$ cat config.mk
export PLATFORM = sky130hd
export DESIGN_NAME = regfile_param
export DESIGN_NICKNAME = d
export VERILOG_FILES = /design/src/rtl/regfile_pkg.sv /design/src/rtl/regfile_scoreboard.sv /design/src/rtl/regfile_param.sv
export SDC_FILE = /design/constraint.sdc
export NUM_CORES = 2
export LEC_CHECK = 0
export BUFFER_PORTS_ARGS = -buffer_cell sky130_fd_sc_hd__buf_2
export CAP_MARGIN = 20
export CORE_AREA = 2 2 668 670
export DETAILED_ROUTE_END_ITERATION = 16
export DIE_AREA = 0 0 670 672
export SYNTH_ARGS = -nofsm -noshare
export SYNTH_HDL_FRONTEND = slang
export SYNTH_SLANG_ARGS = --single-unit
$ cat constraint.sdc
create_clock -name Clk -period 3.95 [get_ports Clk]
set_input_delay 0.79 -clock Clk [delete_from_list [all_inputs] [get_ports Clk]]
set_output_delay 0.79 -clock Clk [all_outputs]
set_load 0.01 [all_outputs]
$ cat src/rtl/regfile_pkg.sv
// rtl/regfile_pkg.sv - shared constants and helpers for the parameterised register file
package regfile_pkg;

  localparam int DEFAULT_WIDTH    = 64;
  localparam int DEFAULT_DEPTH    = 32;
  localparam int DEFAULT_NREAD    = 2;
  localparam int DEFAULT_ZERO_REG = 31;
  localparam int XZR              = 31;

  // Address width needed to index a register count; never narrower than one bit.
  function automatic int clog2(input int value);
    int bits;
    bits = 1;
    while ((1 << bits) < value) bits++;
    return bits;
  endfunction

endpackage

$ cat src/rtl/regfile_scoreboard.sv
// rtl/regfile_scoreboard.sv - per-register pending-producer busy bits
module regfile_scoreboard
  import regfile_pkg::*;
#(
  parameter int DEPTH    = DEFAULT_DEPTH,
  parameter int ZERO_REG = DEFAULT_ZERO_REG,
  localparam int AW      = clog2(DEPTH)
) (
  input  logic             clk,
  input  logic             rst_n,
  input  logic             set_en,
  input  logic [AW-1:0]    set_idx,
  input  logic             clr_en,
  input  logic [AW-1:0]    clr_idx,
  output logic [DEPTH-1:0] busy
);

  logic [DEPTH-1:0] busy_next;

  // A retiring write clears its entry, a new producer sets it; the newest producer wins a tie.
  always_comb begin
    busy_next = busy;
    for (int r = 0; r < DEPTH; r++) begin
      if (clr_en && clr_idx == AW'(r)) busy_next[r] = 1'b0;
      if (set_en && set_idx == AW'(r) && r != ZERO_REG) busy_next[r] = 1'b1;
    end
  end

  // Busy bits advance on the falling edge and clear at once on reset.
  always_ff @(negedge clk or negedge rst_n) begin
    if (!rst_n) busy <= '0;
    else        busy <= busy_next;
  end

endmodule

$ cat src/rtl/regfile_param.sv
// rtl/regfile_param.sv - multi-read-port register file with zero register, forwarding and scoreboard
module regfile_param
  import regfile_pkg::*;
#(
  parameter int WIDTH    = DEFAULT_WIDTH,
  parameter int DEPTH    = DEFAULT_DEPTH,
  parameter int NREAD    = DEFAULT_NREAD,
  parameter int ZERO_REG = DEFAULT_ZERO_REG,
  parameter int BYPASS   = 1,
  localparam int AW      = clog2(DEPTH)
) (
  input  logic                   Clk,
  input  logic                   ResetL,
  input  logic [NREAD*AW-1:0]    RA,
  output logic [NREAD*WIDTH-1:0] BusR,
  output logic [NREAD-1:0]       BusyR,
  input  logic [AW-1:0]          RW,
  input  logic [WIDTH-1:0]       BusW,
  input  logic                   RegWr,
  input  logic                   IssueEn,
  input  logic [AW-1:0]          IssueReg,
  output logic                   AnyBusy
);

  // One extra bit so that ZERO_REG == DEPTH (zero register disabled) never matches a real index.
  localparam logic [AW:0] DEPTH_W = (AW+1)'(DEPTH);
  localparam logic [AW:0] ZERO_W  = (AW+1)'(ZERO_REG);

  // An address that names real, writable storage (in range and not the hard-zero register).
  function automatic logic addr_live(input logic [AW-1:0] a);
    return ({1'b0, a} < DEPTH_W) && ({1'b0, a} != ZERO_W);
  endfunction

  logic [WIDTH-1:0] regs [DEPTH];
  logic [DEPTH-1:0] busy;
  logic             wr_live;

  assign wr_live = RegWr && addr_live(RW);

  // Write port commits on the falling edge; the zero register is never written so it stays 0.
  always_ff @(negedge Clk or negedge ResetL) begin
    if (!ResetL) begin
      for (int r = 0; r < DEPTH; r++) regs[r] <= '0;
    end else if (wr_live) begin
      regs[RW] <= BusW;
    end
  end

  regfile_scoreboard #(
    .DEPTH    (DEPTH),
    .ZERO_REG (ZERO_REG)
  ) u_scoreboard (
    .clk     (Clk),
    .rst_n   (ResetL),
    .set_en  (IssueEn),
    .set_idx (IssueReg),
    .clr_en  (RegWr),
    .clr_idx (RW),
    .busy    (busy)
  );

  assign AnyBusy = ResetL && (|busy);

  for (genvar g = 0; g < NREAD; g++) begin : g_rd
    logic [AW-1:0] ra;
    logic          fwd;
    logic          issue_same;

    assign ra         = RA[g*AW +: AW];
    assign fwd        = (BYPASS != 0) && wr_live && (RW == ra);
    assign issue_same = IssueEn && (IssueReg == ra);

    // Forwarded data is suppressed during reset just like stored data.
    assign BusR[g*WIDTH +: WIDTH] = (!ResetL || !addr_live(ra)) ? '0 :
                                    fwd                         ? BusW : regs[ra];

    // A forwarded producer is already resolved unless a new producer is issued to the same register.
    assign BusyR[g] = ResetL && ({1'b0, ra} < DEPTH_W) && busy[ra] && !(fwd && !issue_same);
  end

endmodule
After elaboration in Yosys (flattened, before gate mapping)
Index checks and enable logic that the tools add are counted.
- register bits after elaboration: 2079
- input port bits: 88
- output and inout bits: 131
- word-level logic and storage cells: 336
- magnitude comparators: 6
- equality and inequality tests: 67
- mux-type cells: 79
- bitwise operators: 3
- reduce and logical (&&, ||, !) cells: 118
- operator list (cell ; number):
    2048-bit bitwise mux ; 1
    64-bit binary-select mux with 5-bit select ; 2
    64-bit 2-to-1 mux ; 9
    64-bit demux with 5-bit select ; 1
    5-bit equality test, second input constant ; 30
    5-bit by 4-bit equality test with 1-bit output, second input constant ; 16
    1-bit logical AND ; 75
    1-bit 2-to-1 mux ; 64
    2-bit nonzero test ; 31
    5-bit by 3-bit equality test with 1-bit output, second input constant ; 8
    31-bit OR reduction ; 1
    5-bit by 2-bit equality test with 1-bit output, second input constant ; 4
    5-bit equality test ; 4
    6-bit >= comparator, second input constant ; 3
    5-bit inverter with 6-bit output ; 3
    5-bit != test, second input constant ; 3
    5-bit by 6-bit < comparator with 1-bit output, second input constant ; 2
    1-bit binary-select mux with 5-bit select ; 2
    5-bit by 1-bit equality test with 1-bit output, second input constant ; 2
    5-bit zero test ; 2
    1-bit zero test ; 7
    6-bit by 1-bit < comparator with 1-bit output, second input constant ; 1
    1-bit logical OR ; 2

Longest topological paths before layout
- depth in word-level cells: 6
- depth in mapped cells: 10
- mapped depth without buffers: 5

Cells and area by module
From an unflattened synthesis, not the netlist that was laid out.
- cell total of the unflattened synthesis: 7637
- area, all modules: 111996.2 um2
- by module, submodules not included (module ; times used ; cells an instance ; area an instance (um2) ; seq. area each (um2)):
    regfile_param ; 1 ; 7512 ; 110706.2 ; 51249.2
    regfile_scoreboard ; 1 ; 125 ; 1290.0 ; 775.7

==> results list <==
* Result of the run: finished, violations left
- Violated checks: negative setup slack
- The critical path crosses 6 cells after its start point.
- Final setup violating endpoints: 131
- In the final routed layout, each cell accounts on average for 29.5 um.
* Area overhead of the layout relative to synthesis: 28.6%
- Averaged over all synthesized cells, the footprint is 15.3 sq um.
- The Yosys step of the flow raised 0 warnings.
- The number of global-route vias before repair is 81,630.
- Maximum number of pins on one net before global-route repair: 97
- Number of cells traversed by the worst register-to-register path: 4
- Kind of cell with the highest combined delay on the critical path: multiplexers
- Final weighted congestion of routability-driven global placement: 0.859
- Between clock sinks in the finished design, the worst skew comes to 0 ns.
* Die Y: 672 um
- Synth Cell Area: 0.110 sq mm
* Starting density of the core: 24.9%
* Max-slew violation count: 0
* CTS tree: yes
* CP Launch Point: u_scoreboard.busy[23]$_DFFE_NN0P_
- Critical path, cell by cell: mux4_2 -> mux4_2 -> mux2i_1 -> nor3_1 -> buf_4 -> buf_6
- Yosys cell types: 60
- Rel. slew slack: 31.3%
- The placed instances occupy a cell area of 0.131 sq mm.
- Total Routing Usage GR: 18.2%
* Power per cell area: 471 mW/mm^2
- The number of nets handed over by synthesis was 7,289.
- Buffer and inverter count on the worst path: 2
* Number of top-level pins: 219
* Latest clock arrival within the worst-skew pair: 0.86 ns
- Post-synthesis async set-or-reset flop share: 100%
* Worst Max-Slew Pin Slew: 1.03 ns
- Hold bufs inserted after CTS: 0
- During placement, the flow inserted port buffers numbering 218.
* Yosys top cell by area: sky130_fd_sc_hd__dfrtn_1
* Highest metal layer with signal wires: met5
- Summed over all nets, wire length on met2 after detailed routing comes to 199,000 um.
* Cell type of the slowest stage on the worst timing path: sky130_fd_sc_hd__mux4_2
- Worst setup path endpoint: BusyR[0]
- STA puts the critical path data arrival time at 4.76 ns.
- After detailed routing, the wire length on met1 is 165,000 um.
- DRT Pass-1 Iters: 5
* Routed wl met3: 30,800 um
- Endpoint type of the worst setup path: output port
- The total area inside the core boundary comes to 0.444 sq mm.
- Dpl ws: -1.31 ns
* Total leakage power: 60.8 nW
* Yosys top cell area share: 47.2%
- DRC violation total after the first TritonRoute iteration: 7,265
- Max-cap violation count: 0
- In this run the critical register-to-register path is launched from regs[314]$_DFFE_NN0P_.
- CTS buffer count: 227
- Across the VDD grid, the largest voltage drop is 0.396 mV.
- By area the synthesized netlist is led by sky130_fd_sc_hd__dfrtn_1 (47%), sky130_fd_sc_hd__mux4_2 (21%), sky130_fd_sc_hd__mux2_2 (19%), sky130_fd_sc_hd__o22ai_1 (1.7%), sky130_fd_sc_hd__mux2i_1 (1.5%).
* Number of buffers on the longest clock path: 4
* Final Hold Vio Count: 0
* Sum of routed wire length over all layers: 420,000 um
- Summing the sequential cell areas from Yosys gives 47.2% of the chip area.
- Startpoint type of the worst setup path: register
* Worst EP required: 3.16 ns
- Setup repair after global routing could not meet its margin everywhere.
- Capture instance of the worst register-to-register path: regs[314]$_DFFE_NN0P_
* Count of antenna-violating nets left after detailed routing: 0
- For this run the aggregate overflow at the end of global routing stands at 0.
- The net count of the finished layout is 8,217.
- Post-synth top flop: sky130_fd_sc_hd__dfrtn_1
- HPWL reported at the end of detailed placement: 285,000 um
* Area enclosed by the die boundary: 0.450 sq mm
- Post-Synthesis Cells: 7,201
- Number of clock sinks: 2,079
- The synthesized design contains 2,079 register bits.
- Type of the worst setup path: reg -> out
* Path class of the lowest-slack min-delay path: reg -> reg
* Via count: 75,822
- The initial antenna violation count was 54.
- Post-detailed-route via-to-cell ratio: 5.32
- Clock transition at the register clock pins on the worst setup and hold paths after CTS: 0.05 ns
- Once routing completed, OpenROAD measured the worst setup slack at -1.60 ns.
* Number of synthesized flops with an enable pin: 0
- Measured along the x axis, the die boundary spans 670 um.
* Residual DRC: 0
- In this design, the stage delay of the slowest critical-path cell is 0.50 ns.
* Global-route wire length before repair: 603,000 um
- H-Tree Level Count: 4
* Cell seen most often among critical-path stages: sky130_fd_sc_hd__mux4_2
- Ratio of cells with drive above 1 in the final layout: 63.7%
- Highest fanout seen on the critical path: 4
* Clock root buffer master: sky130_fd_sc_hd__clkbuf_16
- # rows: 245
* R2R setup slack: 2.81 ns
* Final design instance area without fill: 0.142 sq mm
==> cells in the final DEF (no fill, tap or decap), drive strengths merged, types with 4 or more instances in the layout <==
cell type	netlist	final
buf	471	1560
o221ai	4	4
o2bb2ai	17	17
nand2b	16	16
a21oi	82	82
xnor2	8	8
nor3	82	82
a221oi	5	5
a211oi	64	64
o22ai	294	294
nor2	25	25
nand4b	4	4
o221a	5	5
xor2	12	12
clkinv	0	43
mux2i	165	165
clkinvlp	0	9
nand2	61	61
mux2	2003	2003
a22o	113	113
o22a	16	16
nor2b	79	79
a32o	9	9
or3	5	5
a22oi	15	15
inv	8	13
nand4	9	9
nor4	48	48
a211o	12	12
diode	0	28
mux4	1011	1011
dfrtn	2079	2079
nand3	28	28
o21ai	29	29
bufinv	0	10
clkbuf	392	344
==> final cells by class <==
class / count / area, sq um
antenna: 28 / 70.1
clock buffer: 342 / 6800
clock inverter: 67 / 668
fill: 42812 / 302000
inverter: 8 / 30.0
multi-input combinational: 4251 / 58100
sequential: 2079 / 52000
tap: 5928 / 7420
timing repair buffer: 1562 / 16700
==> cells by family (layout without fill, tap and decap cells) <==
family	count (synthesis)	in the layout	synth area share [%]
other	0	28	0
AOI/OAI and AO/OA	684	684	4.33
buffers and inverters	871	1979	3.84
xor gates and xnor gates	20	20	0.159
muxes	3179	3179	42.6
DFF	2079	2079	47.2
and+or+nand+nor	368	368	1.87
==> power breakdown <==
| group | internal (mW) | switching (mW) |
|---|---|---|
| clock | 12.5 | 9.28 |
| sequential | 25.8 | 3.03 |
| combinational | 10.0 | 6.24 |
| total | 48.3 | 18.5 |
==> state kept, by name (all words and copies together), names as in the netlist <==
name               flops
u_scoreboard.busy     31
regs                2048
==> routing by layer <==
layer  track usage, %  up-vias
met5           0.0957        -
met4             10.1       36
met3             3.80      980
met2             29.4     3361
met1             22.7    41426
li1                 -    30019
==> per-stage QoR <==
stage | util [%] | cells | hold slack (ns) | TNS, ns | power, mW
floorplan | - | 7201 | 0.401 | -527.58 | 37.9
global placement | 29.4 | 13777 | 0.335 | -1801.98 | 43.2
detailed placement | 29.4 | 13777 | 0.342 | -1828.69 | 44.2
CTS | 31.8 | 14220 | 0.341 | -177.53 | 66.8
global route | 32.0 | 14261 | 0.347 | -179.55 | 69.3
finish | 32.0 | 14265 | 0.339 | -171.36 | 66.8
==> timing repair <==
action | 4_1_cts | 5_1_grt
gates resized for setup | 534 | 130
pin swaps | 243 | 83
buffers inserted | 51 | 17
endpoints found under the setup margin | 1027 | 216
cloned | 0 | 1
==> cell usage after synthesis, types with 12 or more instances <==
library cell,instances
sky130_fd_sc_hd__dfrtn_1,2079
sky130_fd_sc_hd__mux2_2,1872
sky130_fd_sc_hd__mux4_2,1011
sky130_fd_sc_hd__clkbuf_1,392
sky130_fd_sc_hd__buf_2,322
sky130_fd_sc_hd__o22ai_1,294
sky130_fd_sc_hd__mux2i_1,165
sky130_fd_sc_hd__mux2_1,131
sky130_fd_sc_hd__a22o_1,113
sky130_fd_sc_hd__buf_4,95
sky130_fd_sc_hd__a21oi_1,82
sky130_fd_sc_hd__nor2b_1,79
sky130_fd_sc_hd__nor3_1,78
sky130_fd_sc_hd__a211oi_1,64
sky130_fd_sc_hd__nand2_1,61
sky130_fd_sc_hd__nor4_1,47
sky130_fd_sc_hd__buf_6,28
sky130_fd_sc_hd__nand3_1,28
sky130_fd_sc_hd__o21ai_0,28
sky130_fd_sc_hd__buf_1,26
sky130_fd_sc_hd__o2bb2ai_1,17
sky130_fd_sc_hd__nand2b_1,16
sky130_fd_sc_hd__o22a_1,16
sky130_fd_sc_hd__a22oi_1,15
sky130_fd_sc_hd__nor2_1,14
sky130_fd_sc_hd__a211o_1,12
sky130_fd_sc_hd__xor2_1,12
==> worst register-to-register path, delay by kind of cell (launching register included) <==
kind | cells | cell delay [ns]
flops | 1 | 0.36
mux | 1 | 0.25
buf+inv | 3 | 0.38
==> worst min path at each step <==
stage / startpoint / endpoint / slack [ns] / cells after the start
3_5_place_dp: regs[1]$_DFFE_NN0P_ / regs[1]$_DFFE_NN0P_ / 0.34 / 0
2_1_floorplan: regs[0]$_DFFE_NN0P_ / regs[0]$_DFFE_NN0P_ / 0.40 / 1
3_3_place_gp: regs[55]$_DFFE_NN0P_ / regs[55]$_DFFE_NN0P_ / 0.33 / 0
6_report: regs[1]$_DFFE_NN0P_ / regs[1]$_DFFE_NN0P_ / 0.34 / 0
4_1_cts: regs[1]$_DFFE_NN0P_ / regs[1]$_DFFE_NN0P_ / 0.34 / 0
5_1_grt: regs[52]$_DFFE_NN0P_ / regs[52]$_DFFE_NN0P_ / 0.35 / 0
(Power assumes the default switching activity.)
